[src/rtl/seq_slice_eq_ctrl_pkg.sv]
// rtl/seq_slice_eq_ctrl_pkg.sv - shared types and defaults for the slice equality controller
package seq_slice_eq_ctrl_pkg;

  localparam int DEF_WIDTH = 16;
  localparam int DEF_SLICE = 4;

  typedef enum logic [1:0] {
    ST_IDLE = 2'd0,
    ST_CMP  = 2'd1,
    ST_DONE = 2'd2
  } state_e;

  // Index width for a slice counter; never narrower than one bit
  function automatic int idx_width(input int n);
    return (n <= 2) ? 1 : $clog2(n);
  endfunction

endpackage

[src/rtl/seq_slice_eq_ctrl_if.sv]
// rtl/seq_slice_eq_ctrl_if.sv - start/busy/done request bundle for the slice equality controller
interface seq_slice_eq_ctrl_if
  import seq_slice_eq_ctrl_pkg::*;
#(
  parameter int WIDTH = DEF_WIDTH,
  parameter int SLICE = DEF_SLICE
);

  localparam int NSLICES = WIDTH / SLICE;
  localparam int IDXW    = idx_width(NSLICES);

  logic             start;
  logic [WIDTH-1:0] a;
  logic [WIDTH-1:0] b;
  logic             busy;
  logic             done;
  logic             eq;
  logic [IDXW-1:0]  mismatch_slice;

  modport master (
    output start, a, b,
    input  busy, done, eq, mismatch_slice
  );

  modport slave (
    input  start, a, b,
    output busy, done, eq, mismatch_slice
  );

endinterface

[src/rtl/seq_slice_eq_ctrl_slice_eq_cmp.sv]
// rtl/seq_slice_eq_ctrl_slice_eq_cmp.sv - combinational equality of one operand slice
module slice_eq_cmp
  import seq_slice_eq_ctrl_pkg::*;
#(
  parameter int SLICE = DEF_SLICE
) (
  input  logic [SLICE-1:0] i_x,
  input  logic [SLICE-1:0] i_y,
  output logic             o_match
);

  assign o_match = (i_x == i_y);

endmodule

[src/rtl/seq_slice_eq_ctrl.sv]
// rtl/seq_slice_eq_ctrl.sv - multi-cycle operand equality through one shared slice comparator
module seq_slice_eq_ctrl
  import seq_slice_eq_ctrl_pkg::*;
#(
  parameter int WIDTH = DEF_WIDTH,
  parameter int SLICE = DEF_SLICE
) (
  input  logic               clk,
  input  logic               rst_n,
  seq_slice_eq_ctrl_if.slave bus
);

  localparam int NSLICES = WIDTH / SLICE;
  localparam int IDXW    = idx_width(NSLICES);
  localparam logic [IDXW-1:0] LAST_IDX = IDXW'(NSLICES - 1);

  generate
    if ((SLICE < 1) || (WIDTH < SLICE) || ((WIDTH % SLICE) != 0)) begin : g_bad_geometry
      $error("seq_slice_eq_ctrl: WIDTH must be a positive multiple of SLICE");
    end
  endgenerate

  state_e           r_state;
  logic [IDXW-1:0]  r_idx;
  logic [WIDTH-1:0] r_a;
  logic [WIDTH-1:0] r_b;
  logic             r_busy;
  logic             r_done;
  logic             r_eq;
  logic [IDXW-1:0]  r_mismatch;

  logic [SLICE-1:0] w_a_slice;
  logic [SLICE-1:0] w_b_slice;
  logic             w_match;

  // Route slice r_idx of both captured operands to the shared comparator
  always_comb begin
    w_a_slice = '0;
    w_b_slice = '0;
    for (int i = 0; i < NSLICES; i++) begin
      if (r_idx == IDXW'(i)) begin
        w_a_slice = r_a[i*SLICE +: SLICE];
        w_b_slice = r_b[i*SLICE +: SLICE];
      end
    end
  end

  slice_eq_cmp #(
    .SLICE (SLICE)
  ) u_slice_eq_cmp (
    .i_x     (w_a_slice),
    .i_y     (w_b_slice),
    .o_match (w_match)
  );

  // Sequencer: accept in IDLE/DONE, walk slices LSB-first, stop on first mismatch
  always_ff @(posedge clk or negedge rst_n) begin
    if (!rst_n) begin
      r_state    <= ST_IDLE;
      r_idx      <= '0;
      r_a        <= '0;
      r_b        <= '0;
      r_busy     <= 1'b0;
      r_done     <= 1'b0;
      r_eq       <= 1'b0;
      r_mismatch <= '0;
    end else begin
      case (r_state)
        ST_IDLE: begin
          r_done <= 1'b0;
          if (bus.start) begin
            r_a     <= bus.a;
            r_b     <= bus.b;
            r_idx   <= '0;
            r_state <= ST_CMP;
            r_busy  <= 1'b1;
          end
        end
        ST_CMP: begin
          if (!w_match) begin
            r_eq       <= 1'b0;
            r_mismatch <= r_idx;
            r_state    <= ST_DONE;
            r_busy     <= 1'b0;
            r_done     <= 1'b1;
          end else if (r_idx == LAST_IDX) begin
            r_eq       <= 1'b1;
            r_mismatch <= '0;
            r_state    <= ST_DONE;
            r_busy     <= 1'b0;
            r_done     <= 1'b1;
          end else begin
            r_idx <= r_idx + 1'b1;
          end
        end
        ST_DONE: begin
          r_done <= 1'b0;
          // A start seen during the done cycle is taken immediately, no idle bubble
          if (bus.start) begin
            r_a     <= bus.a;
            r_b     <= bus.b;
            r_idx   <= '0;
            r_state <= ST_CMP;
            r_busy  <= 1'b1;
          end else begin
            r_state <= ST_IDLE;
          end
        end
        default: begin
          r_state <= ST_IDLE;
          r_busy  <= 1'b0;
          r_done  <= 1'b0;
        end
      endcase
    end
  end

  assign bus.busy           = r_busy;
  assign bus.done           = r_done;
  assign bus.eq             = r_eq;
  assign bus.mismatch_slice = r_mismatch;

endmodule

[src/flat_wrapper.sv]
// flat-port wrapper written by rule: the top's interface ports become plain ports
module seq_slice_eq_ctrl_flat import seq_slice_eq_ctrl_pkg::*;
#(
  parameter int WIDTH = DEF_WIDTH,
  parameter int SLICE = DEF_SLICE
)
  (clk, rst_n, bus_start, bus_a, bus_b, bus_busy, bus_done, bus_eq, bus_mismatch_slice);
  seq_slice_eq_ctrl_if #(.WIDTH(WIDTH), .SLICE(SLICE)) bus_i ();
  input  logic clk;
  input  logic rst_n;
  input wire logic [$bits(bus_i.start)-1:0] bus_start;
  input wire logic [$bits(bus_i.a)-1:0] bus_a;
  input wire logic [$bits(bus_i.b)-1:0] bus_b;
  output wire logic [$bits(bus_i.busy)-1:0] bus_busy;
  output wire logic [$bits(bus_i.done)-1:0] bus_done;
  output wire logic [$bits(bus_i.eq)-1:0] bus_eq;
  output wire logic [$bits(bus_i.mismatch_slice)-1:0] bus_mismatch_slice;
  assign bus_i.start = bus_start;
  assign bus_i.a = bus_a;
  assign bus_i.b = bus_b;
  assign bus_busy = bus_i.busy;
  assign bus_done = bus_i.done;
  assign bus_eq = bus_i.eq;
  assign bus_mismatch_slice = bus_i.mismatch_slice;
  seq_slice_eq_ctrl #(.WIDTH(WIDTH), .SLICE(SLICE)) u_core (.clk(clk), .rst_n(rst_n), .bus(bus_i));
endmodule
[config.mk]
export PLATFORM = sky130hd
export DESIGN_NAME = seq_slice_eq_ctrl_flat
export DESIGN_NICKNAME = d
export VERILOG_FILES = /design/src/rtl/seq_slice_eq_ctrl_pkg.sv /design/src/rtl/seq_slice_eq_ctrl_if.sv /design/src/rtl/seq_slice_eq_ctrl_slice_eq_cmp.sv /design/src/rtl/seq_slice_eq_ctrl.sv /design/src/flat_wrapper.sv
export SDC_FILE = /design/constraint.sdc
export NUM_CORES = 1
export LEC_CHECK = 0
export ABC_AREA = 1
export BUFFER_PORTS_ARGS = -buffer_cell sky130_fd_sc_hd__buf_4
export CAP_MARGIN = 30
export CORE_ASPECT_RATIO = 0.6
export CORE_MARGIN = 8
export CORE_UTILIZATION = 60
export DETAILED_ROUTE_END_ITERATION = 16
export PLACE_DENSITY = 0.85
export SYNTH_ARGS = -nofsm -noshare
export SYNTH_HDL_FRONTEND = slang
export SYNTH_HIERARCHICAL = 1
export SYNTH_SLANG_ARGS = --single-unit
[constraint.sdc]
create_clock -name clk -period 3.5 [get_ports clk]
set_clock_uncertainty 0.2 [all_clocks]
set_input_delay 0.175 -clock clk [delete_from_list [all_inputs] [get_ports clk]]
set_output_delay 0.175 -clock clk [all_outputs]
set_load 0.005 [all_outputs]
==> results.cfg <==
[status]
status = finished clean

[sta]
period_minus_slack_ns = 2.554
slew_headroom = 0.5920
rsz0062_at_grt = false
setup-tns-final_ns = 0
period_share = 0.7298
worst_pin_slew_ns = 0.6119
finalHoldViolations = 0
setup_ws_ns = 0.9458
drv_slew = 0
setup-violations-final = 0
max_freq_ghz = 0.3915

[clocking]
cts_resized = 0
cts_sinks = 41
hold_buffers = 33
cts_buffer_depth = 2
post_cts_buffers = 0
clk_latency_ns = 0.28
htreeDepth = 2
cts-root-buf = clkbuf_8
clk_pin_slew_ns = 0.08
cts_tree = built
cts_made_buffers = 5

[drt]
drt-initial-drc-count = 165
wl_per_cell_um = 13.87
ant_nets = 0
drt_pass1_iterations = 4
drc_errors = 0
route.vias.total = 1991
drt_wl_total_mm = 5.312
viasPerCell = 5.198

[worst_hold_path]
hold_path.class = in2reg

[global_routing]
antenna_found_initial = 0
grt_first_pass_wirelength_mm = 9.211
grt_max_degree = 42
grt.total_usage = 0.1889
first_global_vias = 1908
overflow = 0

[placement]
portBuffers = 39
post-place-ws_ns = 0.9952
gp_congestion = 0.9266
place_hpwl_mm = 3.550

[worst_setup_path]
required_ns = 3.48
critPathKind = reg2reg
cp.arrival_ns = 2.53
cpPeakStageDelay_ns = 0.42
end_kind = flop
critical-path-top-delay-family = simple AND/OR/NAND/NOR gates
crit_buf_inv = 3
crit_chain = inv_1 > ha_1 > inv_2 > nor2_1 > nor2_1 > nand2_1 > nand2_1 > xnor2_1 > nand2_1 > nor2_1 > inv_1 > nor2_1 > nand2_2 > nand3_1 > nand2_1
cp-start-kind = flop
cp_max_fo = 9
slowest_stage = dfrtp_1

[pwr]
p_per_area_nw_per_um2 = 544.6
leakage_nw = 1.498
power_w = 0.001593
ir_drop_v = 0.0002956

[cells_and_area]
multi_input_area_um2 = 1061
area_growth_pct = 28.96
final-seq-area_um2 = 1026
fill_cells = 247
drive_gt1_frac = 0.3363
n_antenna_cell = 0
fin_nets = 374
mostFrequentLayoutCell = nand2_2
layout_common_cells = nand2_2, nand2_1, nand3_1, dfrtp_1, buf_4

[synth]
ys_top_cells_by_area = dfrtp_1, nand2_2, nand3_1, nand2_1, nor2_1
syn-cell-area_um2 = 2268
yosys.area.top_type = dfrtp_1
syn_nets = 310
ys_seq_area_frac = 0.4523
ys_ff_latch = 41
avgSynthCellArea_um2 = 8.371
synth.distinct_cells = 20
synth_warnings = 6
syn-instance-count = 271
yosysTopAreaCellShare = 0.4523

[die]
io_pins = 40
coreArea_um2 = 3637
die_h_um = 63.63
start_util = 0.6237
die_w_um = 95.38
die_area_um2 = 6069
placementRows = 17

[job]
maxCapViolations = 0
## cells by family (layout without fill, tap and decap cells)
| logic type | count (synthesis) | in the layout | share of synthesized area |
|---|---|---|---|
| buffers and inverters | 29 | 94 | 0.07998 |
| flip-flops | 41 | 41 | 0.4523 |
| XOR/XNOR | 2 | 2 | 0.007723 |
| AO/OA/AOI/OAI | 13 | 13 | 0.02979 |
| AND/OR/NAND/NOR | 182 | 182 | 0.4082 |
| adder cells (fa/ha/maj) | 4 | 4 | 0.02206 |
## per-stage QoR
| step | util | cell area (um^2) | hold WS [ns] | instances |
|---|---|---|---|---|
| 6_report | 0.8043 | 2925 | 0.1486 | 383 |
| 4_1_cts | 0.8043 | 2925 | 0.1392 | 383 |
| 2_1_floorplan | - | 2268 | -0.3206 | 271 |
| 3_5_place_dp | 0.6856 | 2494 | -0.02287 | 342 |
| 3_3_place_gp | 0.6856 | 2494 | -0.01895 | 342 |
| 5_1_grt | 0.8043 | 2925 | 0.1527 | 383 |
## path summary, 6_finish.rpt
kind | start | end | slack, ns | cells past startpoint
max | u_core/r_idx[0]$_DFFE_PN0P_ | u_core/r_idx[0]$_DFFE_PN0P_ | 0.95 | 15
min | bus_start | u_core/r_b[7]$_DFFE_PN0P_ | 0.15 | 3
max reg2reg | u_core/r_idx[0]$_DFFE_PN0P_ | u_core/r_idx[0]$_DFFE_PN0P_ | 0.95 | 15
min reg2reg | u_core/r_b[15]$_DFFE_PN0P_ | u_core/r_b[15]$_DFFE_PN0P_ | 0.29 | 2
max in group asynchronous | rst_n | u_core/r_b[15]$_DFFE_PN0P_ | 2.54 | 2
min in group asynchronous | rst_n | u_core/r_b[13]$_DFFE_PN0P_ | 0.20 | 2
## state kept, by name (all words and copies together) (netlist names)
register                   cells
u_core/bus.eq                  1
u_core/bus.done                1
u_core/r_a                    16
u_core/r_state                 2
u_core/r_idx                   2
u_core/r_b                    16
u_core/bus.mismatch_slice      2
u_core/bus.busy                1
## report_power, final
| group | total, W | internal, W | switching (W) |
|---|---|---|---|
| registers | 0.000708 | 0.000598 | 0.000110 |
| clock network | 0.000328 | 0.000178 | 0.000150 |
| logic | 0.000557 | 0.000237 | 0.000320 |
| total | 0.00159 | 0.00101 | 0.000580 |
## area by class of cell
cell class | count | share of cell area
multi-input combinational | 201 | 0.3627
tap | 47 | 0.02010
clock buffer | 7 | 0.03293
inverter | 14 | 0.01882
sequential | 41 | 0.3507
clock inverter | 1 | 0.001711
timing repair buffer | 72 | 0.2130
## cell usage after synthesis
library cell  number
nand2_2           59
nand2_1           57
nand3_1           44
dfrtp_1           41
nor2_1            19
inv_1             10
a21oi_1            8
buf_2              8
ha_1               4
o21ai_1            4
buf_12             3
buf_4              3
inv_2              3
xnor2_1            2
clkbuf_1           1
inv_4              1
nand2_4            1
nand2_8            1
nor2_8             1
o21bai_1           1
## layer usage
layer | global-route usage | share of wire | vias to the layer above
li1 | - | - | 982
met1 | 0.2783 | 0.48 | 929
met2 | 0.2684 | 0.43 | 78
met3 | 0.04610 | 0.084 | 2
met4 | 0.04190 | 0.0051 | 0
met5 | 0 | 0 | -
## worst register-to-register path, stage by stage, from the launching register on
cell and delay [ns]:
dfrtp_1 0.42, inv_1 0.14, ha_1 0.37, inv_2 0.14
nor2_1 0.11, nor2_1 0.05, nand2_1 0.09, nand2_1 0.07
xnor2_1 0.16, nand2_1 0.07, nor2_1 0.15, inv_1 0.10
nor2_1 0.13, nand2_2 0.09, nand3_1 0.09, nand2_1 0.06
No activity file was read; power rests on OpenSTA's default activity.
